## src/rtl/clock_pkg.sv

```systemverilog
// Shared field widths, limits and the set-select encoding for the digital clock core.
package clock_pkg;

    localparam int SEC_W  = 6;
    localparam int MIN_W  = 6;
    localparam int HOUR_W = 5;

    localparam logic [SEC_W-1:0]  SEC_MAX  = 6'd59;
    localparam logic [MIN_W-1:0]  MIN_MAX  = 6'd59;
    localparam logic [HOUR_W-1:0] HOUR_MAX = 5'd23;

    typedef enum logic [1:0] {
        SEL_NONE = 2'b00,
        SEL_SEC  = 2'b01,
        SEL_MIN  = 2'b10,
        SEL_HOUR = 2'b11
    } set_sel_t;

    // Anything at or beyond the field maximum folds back to zero.
    function automatic logic [5:0] wrap_inc(input logic [5:0] v, input logic [5:0] max_v);
        return (v >= max_v) ? 6'd0 : v + 6'd1;
    endfunction

endpackage

```

## src/rtl/tick_gen.sv

```systemverilog
// Prescaler dividing the system clock down to a one-cycle internal 1 Hz tick.
module tick_gen #(
    parameter int CLK_HZ = 50_000_000
) (
    input  logic clk,
    input  logic rst,
    input  logic run,
    input  logic clr,
    output logic tick
);

    localparam int CW = (CLK_HZ > 1) ? $clog2(CLK_HZ) : 1;
    localparam logic [CW-1:0] TERM = CW'(CLK_HZ - 1);

    logic [CW-1:0] cnt_q, cnt_d;
    logic          at_term;

    always_comb begin
        at_term = (cnt_q == TERM);
        tick    = run && at_term && !clr;
        cnt_d   = cnt_q;
        if (clr)
            cnt_d = '0;
        else if (run)
            cnt_d = at_term ? '0 : cnt_q + 1'b1;
    end

    always_ff @(posedge clk or negedge rst) begin
        if (!rst)
            cnt_q <= '0;
        else
            cnt_q <= cnt_d;
    end

endmodule

```

## src/rtl/time_counter.sv

```systemverilog
// Hours/minutes/seconds timekeeping with manual field setting and day rollover flag.
module time_counter
    import clock_pkg::*;
#(
    parameter int CLK_HZ = 50_000_000
) (
    input  logic              clk,
    input  logic              rst,
    input  logic              run,
    input  logic              clr,
    input  logic [1:0]        set_sel,
    input  logic              inc,
    output logic [SEC_W-1:0]  sec_val,
    output logic [MIN_W-1:0]  min_val,
    output logic [HOUR_W-1:0] hour_val,
    output logic              tick_1hz,
    output logic              day_wrap
);

    logic              tick;
    set_sel_t          sel;
    logic              set_req;
    logic [SEC_W-1:0]  sec_q, sec_d;
    logic [MIN_W-1:0]  min_q, min_d;
    logic [HOUR_W-1:0] hour_q, hour_d;
    logic              tick_q, tick_d;
    logic              wrap_q, wrap_d;
    logic [SEC_W-1:0]  sec_nx;
    logic [MIN_W-1:0]  min_nx;
    logic [HOUR_W-1:0] hour_nx;

    // clr also blocks the prescaler tick inside tick_gen.
    tick_gen #(.CLK_HZ(CLK_HZ)) u_tick_gen (
        .clk  (clk),
        .rst  (rst),
        .run  (run),
        .clr  (clr),
        .tick (tick)
    );

    always_comb begin
        sel     = set_sel_t'(set_sel);
        set_req = inc && (sel != SEL_NONE);
        sec_nx  = wrap_inc(sec_q, SEC_MAX);
        min_nx  = wrap_inc(min_q, MIN_MAX);
        hour_nx = HOUR_W'(wrap_inc({1'b0, hour_q}, {1'b0, HOUR_MAX}));

        sec_d  = sec_q;
        min_d  = min_q;
        hour_d = hour_q;
        tick_d = 1'b0;
        wrap_d = 1'b0;

        // Priority: clr, then a valid set increment, then the 1 Hz tick.
        if (clr) begin
            sec_d = '0;
        end else if (set_req) begin
            unique case (sel)
                SEL_SEC:  sec_d  = sec_nx;
                SEL_MIN:  min_d  = min_nx;
                SEL_HOUR: hour_d = hour_nx;
                default:  ;
            endcase
        end else if (tick) begin
            tick_d = 1'b1;
            sec_d  = sec_nx;
            if (sec_q >= SEC_MAX) begin
                min_d = min_nx;
                if (min_q >= MIN_MAX) begin
                    hour_d = hour_nx;
                    wrap_d = (hour_q >= HOUR_MAX);
                end
            end
        end
    end

    always_ff @(posedge clk or negedge rst) begin
        if (!rst) begin
            sec_q  <= '0;
            min_q  <= '0;
            hour_q <= '0;
            tick_q <= 1'b0;
            wrap_q <= 1'b0;
        end else begin
            sec_q  <= sec_d;
            min_q  <= min_d;
            hour_q <= hour_d;
            tick_q <= tick_d;
            wrap_q <= wrap_d;
        end
    end

    assign sec_val  = sec_q;
    assign min_val  = min_q;
    assign hour_val = hour_q;
    assign tick_1hz = tick_q;
    assign day_wrap = wrap_q;

endmodule

```

## config.mk

```make
export PLATFORM = sky130hd
export DESIGN_NAME = time_counter
export DESIGN_NICKNAME = d
export VERILOG_FILES = /design/src/rtl/clock_pkg.sv /design/src/rtl/tick_gen.sv /design/src/rtl/time_counter.sv
export SDC_FILE = /design/constraint.sdc
export NUM_CORES = 1
export LEC_CHECK = 0
export CORE_MARGIN = 3
export CORE_UTILIZATION = 45
export DETAILED_ROUTE_END_ITERATION = 16
export PLACE_DENSITY = 0.74
export RECOVER_POWER = 50
export SYNTH_ARGS = -nofsm -noshare
export SYNTH_HDL_FRONTEND = slang
export SYNTH_HIERARCHICAL = 1
export SYNTH_SLANG_ARGS = --single-unit
```

## constraint.sdc

```tcl
create_clock -name clk -period 5.61 [get_ports clk]
set_input_delay 0.8415 -clock clk [delete_from_list [all_inputs] [get_ports clk]]
set_output_delay 0.8415 -clock clk [all_outputs]
set_load 0.005 [all_outputs]
```

==> impl_table.tex <==
\begin{tabular}{lr}
\hline
Metric & Value \\
\hline
\multicolumn{2}{l}{\textbf{Power and ir drop}} \\
\quad Relative contribution of the clock network to total power & 0.273 \\
\quad Peak supply drop & 0.184 mV \\
\quad Leak pwr & 0.00118 uW \\
\quad Sequential Power Share & 0.508 \\
\quad Cell Int Power & $\sim$570 uW \\
\quad Power per Cell Area & approximately 270 mW/mm\^{}2 \\
\quad Switching fraction of total power & 0.298 \\
\quad Switching component of the power & 241 uW \\
\quad Combinational group share of total power & 0.219 \\
\multicolumn{2}{l}{\textbf{Synth}} \\
\quad Number of enable-type register cells in the synthesized netlist & 0 \\
\quad Proportion of synthesized chip area in sequential cells & 0.435 \\
\quad Warnings, synthesis & 6 \\
\quad Synth unique cells & 58 \\
\quad Top post-synthesis cells by area & sky130\_fd\_sc\_hd\_\_dfrtp\_1 43\%, sky130\_fd\_sc\_hd\_\_a21oi\_1 3.3\%, sky130\_fd\_sc\_hd\_\_nand3\_1 3.3\% \\
\quad Dominant cell type by area after synthesis & sky130\_fd\_sc\_hd\_\_dfrtp\_1 \\
\quad Most instantiated library cell after synthesis & sky130\_fd\_sc\_hd\_\_dfrtp\_1 \\
\quad Leading register cell type out of synthesis & sky130\_fd\_sc\_hd\_\_dfrtp\_1 \\
\quad Number of instances in the synthesized netlist & between 200 and 300 \\
\quad Average size of a mapped cell & 9.62 um\^{}2 \\
\quad Async set-or-reset flop fraction in the synthesized netlist & 1.00 \\
\quad Total standard cell area after synthesis & 0.00259 mm\^{}2 \\
\quad Post-Synthesis Net Count & 280 \\
\quad FF+latch count, synth & 45 \\
\quad Most frequent cells after synthesis & 45 x sky130\_fd\_sc\_hd\_\_dfrtp\_1, 22 x sky130\_fd\_sc\_hd\_\_nor2\_1, 18 x sky130\_fd\_sc\_hd\_\_nand2\_1 \\
\quad Area fraction of the dominant cell type after synthesis & 0.435 \\
\multicolumn{2}{l}{\textbf{Flow run}} \\
\quad Total of max-cap violations & 1 \\
\multicolumn{2}{l}{\textbf{Worst setup path}} \\
\quad Startpoint of the worst register-to-register path & u\_tick\_gen/cnt\_q[16]\$\_DFFE\_PN0P\_ \\
\quad Critical path launch point & clr \\
\quad Critical Path Most Common Cell & sky130\_fd\_sc\_hd\_\_a21oi\_1 \\
\quad Type of element launching the critical path & input port \\
\quad Crit path cell chain & clkdlybuf4s50\_1 -> clkbuf\_1 -> nor4\_1 -> a21oi\_1 -> or2\_1 -> or3\_1 -> a21oi\_1 \\
\quad Data arrival time of the critical path & between 3 and 4 ns \\
\quad Longest individual stage delay on the worst path & 1.01 ns \\
\quad Worst r2r path cells & 7 \\
\quad Endpoint of the worst register-to-register path & sec\_val[4]\$\_DFFE\_PN0P\_ \\
\quad Setup Crit Path Kind & input port to register \\
\quad Maximum fanout along the worst path & 25 \\
\quad Setup slack of the most critical reg-to-reg path & 2.60 ns \\
\quad CP Data Required Time & 5.83 ns \\
\quad Worst setup path endpoint & sec\_val[4]\$\_DFFE\_PN0P\_ \\
\quad Cell type of the slowest stage on the worst timing path & sky130\_fd\_sc\_hd\_\_nor4\_1 \\
\quad Kind of capture point of the worst setup path & register \\
\multicolumn{2}{l}{\textbf{Floorplanning}} \\
\quad Core box area & 0.00534 mm\^{}2 \\
\quad Y dimension of the die & 81.8 um \\
\quad Initial standard-cell utilization of the core & 0.485 \\
\quad Die area & 0.00670 mm\^{}2 \\
\quad I/O pin total & 26 \\
\quad Die span in x & between 80 and 90 um \\
\quad Total number of placement rows & 26 \\
\multicolumn{2}{l}{\textbf{Drt}} \\
\quad Number of remaining DRC errors & 0 \\
\quad Count of routing violations after the opening detailed-route iteration & 114 \\
\quad Number of nets with antenna violations after detailed routing & 0 \\
\quad 1st-pass router iterations & 4 \\
\quad Detail-routed via count per cell & 6.00 \\
\quad Total wirelength of the detailed-routed design & 5.57 mm \\
\quad DR vias & 2191 \\
\quad Average routed wire per standard cell & about 15 um \\
\multicolumn{2}{l}{\textbf{Place}} \\
\quad Port buffer count & 25 \\
\quad Estimated wirelength of the detail-placed design & 3.94 mm \\
\quad Placer congestion estimate & 0.844 \\
\multicolumn{2}{l}{\textbf{Global route}} \\
\quad Total global-route track usage & 0.182 \\
\quad Total congestion overflow after global routing & 0 \\
\quad Vias in the first global route & roughly 2000 \\
\quad Met2 usage & 0.267 \\
\quad Fraction of met1 tracks used by global routing & 0.263 \\
\quad Initial antenna violation count & 0 \\
\quad GRT met3 Usage & 0.0307 \\
\quad Pin count of the biggest net entering global routing & 46 \\
\quad First-pass GRT wire length & 9.60 mm \\
\quad Most crowded layer after global routing & met2 \\
\multicolumn{2}{l}{\textbf{Run status}} \\
\quad Violations in the final reports & capacitance limit, slew limit \\
\quad Run status & finished with violations \\
\multicolumn{2}{l}{\textbf{Clock tree}} \\
\quad Root buffer cell & sky130\_fd\_sc\_hd\_\_clkbuf\_8 \\
\quad \# resized after CTS & 0 \\
\quad Maximum clock insertion buffer count & 2 \\
\quad Clock insertion delay at the later pin of the skew report & approximately 0.30 ns \\
\quad Post-CTS clock slew at the launch and capture registers of the worst setup and hold paths & about 0.09 ns \\
\quad Number of levels the H-tree was split into & 2 \\
\quad Number of hold buffers added after CTS & 0 \\
\quad Sink count of the clock tree & 45 \\
\quad Post CTS Setup Buffer Count & 0 \\
\quad CTS tree & yes \\
\quad Number of CTS-inserted buffers & 5 \\
\multicolumn{2}{l}{\textbf{Timing}} \\
\quad Slew at the pin closest to its max-slew limit & about 2.4 ns \\
\quad Worst-case headroom to the max-slew limit & -0.623 \\
\quad Setup repair after global routing missed its margin & false \\
\quad Number of endpoints failing setup at the final stage & 0 \\
\quad Final period utilization & 0.622 \\
\quad Slew Limit Fails & 46 \\
\quad Fin crit period & about 3.5 ns \\
\quad Setup TNS & 0 ns \\
\quad Upper clock frequency limit & 286 MHz \\
\quad Final-report hold violation count & 0 \\
\quad Worst clock skew on the final layout & 0.00716 ns \\
\multicolumn{2}{l}{\textbf{Final layout}} \\
\quad Fraction of the core area covered by cells at the end of the flow & 0.559 \\
\quad Layout-stage area growth over the synthesis result & 15.3\% \\
\quad Share of final-layout standard cells stronger than drive strength 1 & 0.0847 \\
\quad Total Nets Final & $\sim$310 \\
\quad Number of antenna cells inserted & 0 \\
\multicolumn{2}{l}{\textbf{Hold path}} \\
\quad Count of cells along the worst hold path & 2 \\
\quad Hold WC Path Type & register to register \\
\hline
\end{tabular}
-- cells by family after synthesis --
logic type,synth area share
and+or+nand+nor,0.259
AOI/OAI and AO/OA,0.205
DFF,0.435
buffers and inverters,0.0309
xor gates and xnor gates,0.0338
adders and majority gates,0.0232
muxes,0.0135
-- how the worst min path moves through the flow --
stage | startpoint | to | slack (ns)
after floorplan | u_tick_gen/cnt_q[25]$_DFFE_PN0P_ | u_tick_gen/cnt_q[25]$_DFFE_PN0P_ | 0.52
after global placement | u_tick_gen/cnt_q[25]$_DFFE_PN0P_ | u_tick_gen/cnt_q[25]$_DFFE_PN0P_ | 0.55
after detailed placement | u_tick_gen/cnt_q[24]$_DFFE_PN0P_ | u_tick_gen/cnt_q[24]$_DFFE_PN0P_ | 0.56
after CTS | u_tick_gen/cnt_q[25]$_DFFE_PN0P_ | u_tick_gen/cnt_q[25]$_DFFE_PN0P_ | 0.58
after global routing | u_tick_gen/cnt_q[25]$_DFFE_PN0P_ | u_tick_gen/cnt_q[25]$_DFFE_PN0P_ | 0.59
final | min_val[1]$_DFFE_PN0P_ | min_val[1]$_DFFE_PN0P_ | 0.58
-- power by group through the flow --
stage | registers, uW | logic [uW] | clock network [uW]
3_5_place_dp | 416 | 182 | 0
5_1_grt | 417 | 203 | 243
3_3_place_gp | 414 | 177 | 0
4_1_cts | 410 | 182 | 229
2_1_floorplan | 401 | 99.1 | 0
6_report | 411 | 177 | 221
-- per-stage QoR --
stage | cell area [um^2] | instances | total power [uW] | hold slack, ns | setup WS [ns]
2_1_floorplan | 2590 | 269 | 500 | 0.522 | 2.84
3_3_place_gp | 2890 | 357 | 591 | 0.546 | 1.95
3_5_place_dp | 2890 | 357 | 598 | 0.563 | 1.93
4_1_cts | 2990 | 365 | 821 | 0.575 | 2.25
5_1_grt | 2980 | 365 | 863 | 0.592 | 1.86
6_report | 2980 | 365 | 810 | 0.579 | 2.12
-- placed cells by master, fill, tap and decap left out, types with 4 or more instances in the layout --
master and n:
sky130_fd_sc_hd__nand4_1 8, sky130_fd_sc_hd__nor4_1 8, sky130_fd_sc_hd__clkbuf_8 7, sky130_fd_sc_hd__inv_1 7, sky130_fd_sc_hd__o31ai_1 10, sky130_fd_sc_hd__clkdlybuf4s50_1 19
sky130_fd_sc_hd__or4_1 6, sky130_fd_sc_hd__o21ai_0 15, sky130_fd_sc_hd__dlygate4sd3_1 5, sky130_fd_sc_hd__nor3_1 7, sky130_fd_sc_hd__nor2_1 22, sky130_fd_sc_hd__nand3_1 17
sky130_fd_sc_hd__a21oi_1 17, sky130_fd_sc_hd__dfrtp_1 45, sky130_fd_sc_hd__xnor2_1 7, sky130_fd_sc_hd__and3_1 5, sky130_fd_sc_hd__ha_1 4, sky130_fd_sc_hd__or3_1 5
sky130_fd_sc_hd__nand2_1 18
-- worst max-delay path, delay by kind of cell --
| kind | cells | cell delay [ns] |
|---|---|---|
| compound gates | 2 | 0.33 |
| buf+inv | 2 | 0.83 |
| simple gates | 3 | 1.70 |
-- registers in the layout, summed over array words and instances, names as in the netlist --
register,cells
tick_1hz,1
sec_val,6
min_val,6
day_wrap,1
hour_val,5
u_tick_gen/cnt_q,26
-- layout make-up --
cell class	instances	area [um^2]
inverter	7	26.3
tap	70	87.6
sequential	45	1130
timing repair buffer	27	255
clock inverter	1	5.00
clock buffer	7	96.3
multi-input combinational	208	1390
fill	482	2350
-- per-layer routing --
layer	vias to the layer above	share of wire
li1	1081	-
met1	1071	0.49
met2	34	0.47
met3	5	0.034
met4	0	0.013
met5	-	0
(Power assumes the default switching activity.)
